### src/rtl/muldiv_seq.sv
// Iterative 32-bit multiply/divide unit: shift-and-add multiply, restoring
// divide, one step per clock, fixed 33-cycle latency from accept to result.
module muldiv_seq (
  input  logic        clk,
  input  logic        reset_n,
  input  logic        in_valid,
  output logic        in_ready,
  input  logic [1:0]  op,
  input  logic [31:0] a,
  input  logic [31:0] b,
  output logic        out_valid,
  input  logic        out_ready,
  output logic [31:0] hi,
  output logic [31:0] lo,
  output logic        div_zero
);

  localparam int unsigned W  = 32;
  localparam int unsigned CW = 5;

  typedef enum logic [1:0] {IDLE, BUSY, FIX, DONE} state_t;

  state_t          state;
  logic [CW-1:0]   cnt;
  logic [1:0]      op_q;
  logic            neg_q;      // product / quotient must be negated
  logic            rneg_q;     // remainder takes a negative dividend's sign
  logic [W-1:0]    acc_hi;     // product high half, or partial remainder
  logic [W-1:0]    acc_lo;     // multiplier / product low half, or dividend / quotient
  logic [W-1:0]    opb;        // multiplicand magnitude, or divisor magnitude

  logic [W-1:0]    a_mag;
  logic [W-1:0]    b_mag;
  logic [W:0]      mul_sum;
  logic [W:0]      shifted;
  logic [W+1:0]    sub_res;
  logic            no_borrow;
  logic [W-1:0]    step_hi;
  logic [W-1:0]    step_lo;
  logic [2*W-1:0]  prod;
  logic [2*W-1:0]  prod_neg;
  logic [W-1:0]    fix_hi;
  logic [W-1:0]    fix_lo;
  logic            fix_dz;

  // Operand magnitudes, one iteration step, and the final sign/special-case fixup
  always_comb begin
    a_mag     = (op[0] && a[W-1]) ? W'(~a) + W'(1) : a;
    b_mag     = (op[0] && b[W-1]) ? W'(~b) + W'(1) : b;
    mul_sum   = {1'b0, acc_hi} + {1'b0, opb};
    shifted   = {acc_hi, acc_lo[W-1]};
    // ALU subtract form: carry out set means no borrow
    sub_res   = {1'b0, shifted} + {1'b0, ~{1'b0, opb}} + (W+2)'(1);
    no_borrow = sub_res[W+1];
    step_hi   = acc_hi;
    step_lo   = acc_lo;
    if (!op_q[1]) begin
      if (acc_lo[0]) {step_hi, step_lo} = {mul_sum, acc_lo[W-1:1]};
      else           {step_hi, step_lo} = {1'b0, acc_hi, acc_lo[W-1:1]};
    end else begin
      step_hi = no_borrow ? sub_res[W-1:0] : shifted[W-1:0];
      step_lo = {acc_lo[W-2:0], no_borrow};
    end

    prod     = {acc_hi, acc_lo};
    prod_neg = (2*W)'(~prod) + (2*W)'(1);
    fix_dz   = 1'b0;
    case (op_q)
      2'b00:   {fix_hi, fix_lo} = prod;
      2'b01:   {fix_hi, fix_lo} = neg_q ? prod_neg : prod;
      2'b10: begin
        fix_hi = acc_hi;
        fix_lo = acc_lo;
      end
      default: begin
        fix_hi = rneg_q ? W'(~acc_hi) + W'(1) : acc_hi;
        fix_lo = neg_q  ? W'(~acc_lo) + W'(1) : acc_lo;
      end
    endcase
    // Divide by zero: remainder already equals the original dividend
    if (op_q[1] && (opb == W'(0))) begin
      fix_lo = '1;
      fix_dz = 1'b1;
    end
  end

  // Control FSM, iteration datapath and registered outputs
  always_ff @(posedge clk or negedge reset_n) begin
    if (!reset_n) begin
      state     <= IDLE;
      cnt       <= '0;
      op_q      <= '0;
      neg_q     <= 1'b0;
      rneg_q    <= 1'b0;
      acc_hi    <= '0;
      acc_lo    <= '0;
      opb       <= '0;
      in_ready  <= 1'b1;
      out_valid <= 1'b0;
      hi        <= '0;
      lo        <= '0;
      div_zero  <= 1'b0;
    end else begin
      case (state)
        IDLE: begin
          if (in_valid && in_ready) begin
            op_q     <= op;
            neg_q    <= op[0] & (a[W-1] ^ b[W-1]);
            rneg_q   <= op[0] & a[W-1];
            acc_hi   <= '0;
            acc_lo   <= a_mag;
            opb      <= b_mag;
            cnt      <= '0;
            in_ready <= 1'b0;
            state    <= BUSY;
          end
        end
        BUSY: begin
          acc_hi <= step_hi;
          acc_lo <= step_lo;
          cnt    <= cnt + CW'(1);
          if (cnt == CW'(W - 1)) state <= FIX;
        end
        FIX: begin
          hi        <= fix_hi;
          lo        <= fix_lo;
          div_zero  <= fix_dz;
          out_valid <= 1'b1;
          state     <= DONE;
        end
        default: begin
          if (out_ready) begin
            out_valid <= 1'b0;
            in_ready  <= 1'b1;
            state     <= IDLE;
          end
        end
      endcase
    end
  end

endmodule

### config.mk
export PLATFORM = sky130hd
export DESIGN_NAME = muldiv_seq
export DESIGN_NICKNAME = d
export VERILOG_FILES = /design/src/rtl/muldiv_seq.sv
export SDC_FILE = /design/constraint.sdc
export NUM_CORES = 1
export LEC_CHECK = 0
export CORE_MARGIN = 3
export CORE_UTILIZATION = 64
export CTS_CLUSTER_DIAMETER = 30
export DETAILED_ROUTE_END_ITERATION = 8
export PLACE_DENSITY = 0.88
export SYNTH_ARGS = -nofsm -noshare
export SYNTH_HDL_FRONTEND = slang
export SYNTH_SLANG_ARGS = --single-unit
### constraint.sdc
create_clock -name clk -period 5.1 [get_ports clk]
set_input_delay 0.765 -clock clk [delete_from_list [all_inputs] [get_ports clk]]
set_output_delay 0.765 -clock clk [all_outputs]
set_load 0.005 [all_outputs]
==> impl_metrics.yaml <==
outcome:
  status: "finished with violations"
  violations: "design-rule violations"
final_layout:
  diodes: 0
  layout_commonest_cell: "nand2_1"
  fin_util_pct: 74.9
  nets: 2000
  syn_to_final_growth_pct: 14.7
  drive_gt1_share_pct: 6.42
  layout_common_cells: "nand2_1, a21oi_1, dfrtp_1"
routing:
  drcViolationCount: 2
  avgRoutedWirePerCell_um: 20.6
  firstDrtPassIters: 9
  num_vias: 14200
  ant_nets: 0
  wl_um: 44200
  vias_per_cell: 6.63
  drt_iter0_markers: 1988
worst_setup_path:
  cp-start-kind: "register"
  crit_arrival_ns: 4.47
  r2r-end: "acc_hi[29]"
  r2r_start: "acc_hi[25]"
  r2r_slack_ns: 0.98
  crit_path_max_fanout: 27
  required_ns: 5.45
  cp-end-kind: "register"
  r2r_cells: 11
  setup.worst_path.class: "reg2reg"
yosys:
  seq_area_frac_synth_pct: 30.5
  synth_flop_cell: "dfrtp_1"
  ys_ff_latch: 174
  synth-edff-count: 0
  synth_cell_types: 88
  syn-cell-area_sq_um: 14300
  synth-async-reset-ratio_pct: 100
  syn-instance-count: 1780
  syn_area_per_cell_sq_um: 8.03
  synth_fp_nets: 1925
  ys_warn_count: 0
die:
  coreArea_sq_um: 21900
  ios: 137
  row_count: 54
  start_util_pct: 65.3
  dieArea_sq_um: 24200
  die_w_um: 155
  chipHeight_um: 155
clock_tree:
  cts_root_buf: "clkbuf_16"
  htreeDepth: 4
  clkTransAtPathRegs_ns: 0.09
  cts.sinks: 174
  clockBufferDepth: 2
  clock_latency_ns: 0.45
  post_cts_buffers: 0
  cts_tree: "built"
  numCtsBuffers: 17
  hold_buffers: 0
  ctsResizeCount: 0
power:
  ir_worst_vdd_uv: 192
  powerDensity_nw_per_um2: 183
  p_leak_uw: 0.00718
timing:
  setup_violations: 0
  rsz0062_at_grt: "false"
  tightest_slew_ns: 1.21
  fin_crit_sh_pct: 80.8
  fmax_mhz: 243
  drv_slew: 0
  setup-tns-final_ns: 0
  slew_headroom_pct: 19.3
  fin_crit_ns: 4.12
  hold_viol_final: 0
  fin_worst_skew_ns: 0.0199
global_route:
  first_global_vias: 13500
  grt_pass1_wl_um: 70000
  grt_max_degree: 87
  antenna_found_initial: 1
  grt_overflow: 0
  grt_use_total_pct: 35.9
placed_design:
  gp_congestion: 1.02
  post-dp-hpwl_um: 32500
  io_buffers: 136
job:
  drv_cap: 0
worst_hold_path:
  min_path_type: "in2async"
[per-stage QoR]
step	total power, uW	setup slack [ns]	hold slack, ns	std cells	area (sq um)
global route	3090	0.854	0.433	2148	16400
detailed placement	1630	1.27	0.480	2116	15800
finish	3010	0.980	0.336	2148	16400
CTS	3000	1.16	0.420	2148	16400
global placement	1630	1.38	0.472	2116	15800
floorplan	1510	2.14	0.464	1780	14300
[state kept, by name, indices dropped and copies added (netlist names)]
name,cells
acc_hi,32
acc_lo,32
cnt,5
div_zero,1
hi,32
in_ready,1
lo,32
neg_q,1
op_q,2
opb,32
out_valid,1
rneg_q,1
state,2
[logic make-up after synthesis]
family	Yosys count	share of synthesized area, %
compound gates	564	24.1
simple gates	557	18.4
flops	174	30.5
buf+inv	171	4.76
xor+xnor	165	10.1
fa+ha+maj	75	6.67
mux	74	5.43
[final cells by class]
cell class              count  area, sq um
repair buffers            156         1530
clock inverters            15          203
fillers                  1678         5490
well taps                 280          350
flip-flops and latches    174         4360
multi-input cells        1435         9270
clock buffers              17          425
inverters                  71          267
[worst max-delay path, stage by stage (launching register included)]
cell and delay (ns):
dfrtp_1 0.67, ha_1 0.40, a21o_1 0.23, a21oi_1 0.16, o21bai_1 0.12, a21oi_1 0.16
nor2_1 0.09, a2111oi_4 0.45, o21a_1 1.01, a21oi_1 0.18, or3_1 0.35, a32oi_1 0.21
[per-layer routing]
layer  vias to the layer above  wire length (um)  track usage (%)
met1                      6691             18500             51.3
met5                         -                 0                0
met2                       843             18900             53.2
met3                       153              5250             8.48
li1                       6549                 -                -
met4                         0              1570             13.5
[worst max-delay path by stage]
stage	startpoint	endpoint	slack, ns
floorplan	acc_hi[0]	acc_hi[31]	2.14
global placement	acc_hi[25]	acc_hi[29]	1.38
detailed placement	acc_hi[11]	acc_hi[29]	1.27
CTS	acc_hi[25]	acc_hi[29]	1.16
global route	acc_hi[25]	acc_hi[29]	0.85
finish	acc_hi[25]	acc_hi[29]	0.98
[where the power goes]
| part | switching [uW] | total (uW) | internal [uW] |
|---|---|---|---|
| clock | 682 | 1400 | 718 |
| combinational | 119 | 219 | 99.7 |
| sequential | 7.50 | 1390 | 1380 |
[synthesized netlist by cell type (all sizes together) (11+ instances only)]
master	instances	area, sq um
nand2b	13	81.3
a31oi	30	188
mux2	25	285
or4	15	120
nor3	31	189
xor2	79	692
nand3	31	160
dfrtp	173	4330
mux2i	49	490
buf	19	109
nor2	158	593
nor4	28	194
nand2	203	774
inv	70	263
ha	73	913
nor2b	11	68.8
a21o	21	158
a21oi	190	962
a211oi	12	90.1
nand4	13	81.3
clkbuf	81	305
or3	14	92.6
a22o	13	114
xnor2	86	753
o31ai	19	166
and3	15	93.8
o211ai	15	113
o21ai	181	928
(Power assumes the default switching activity.)
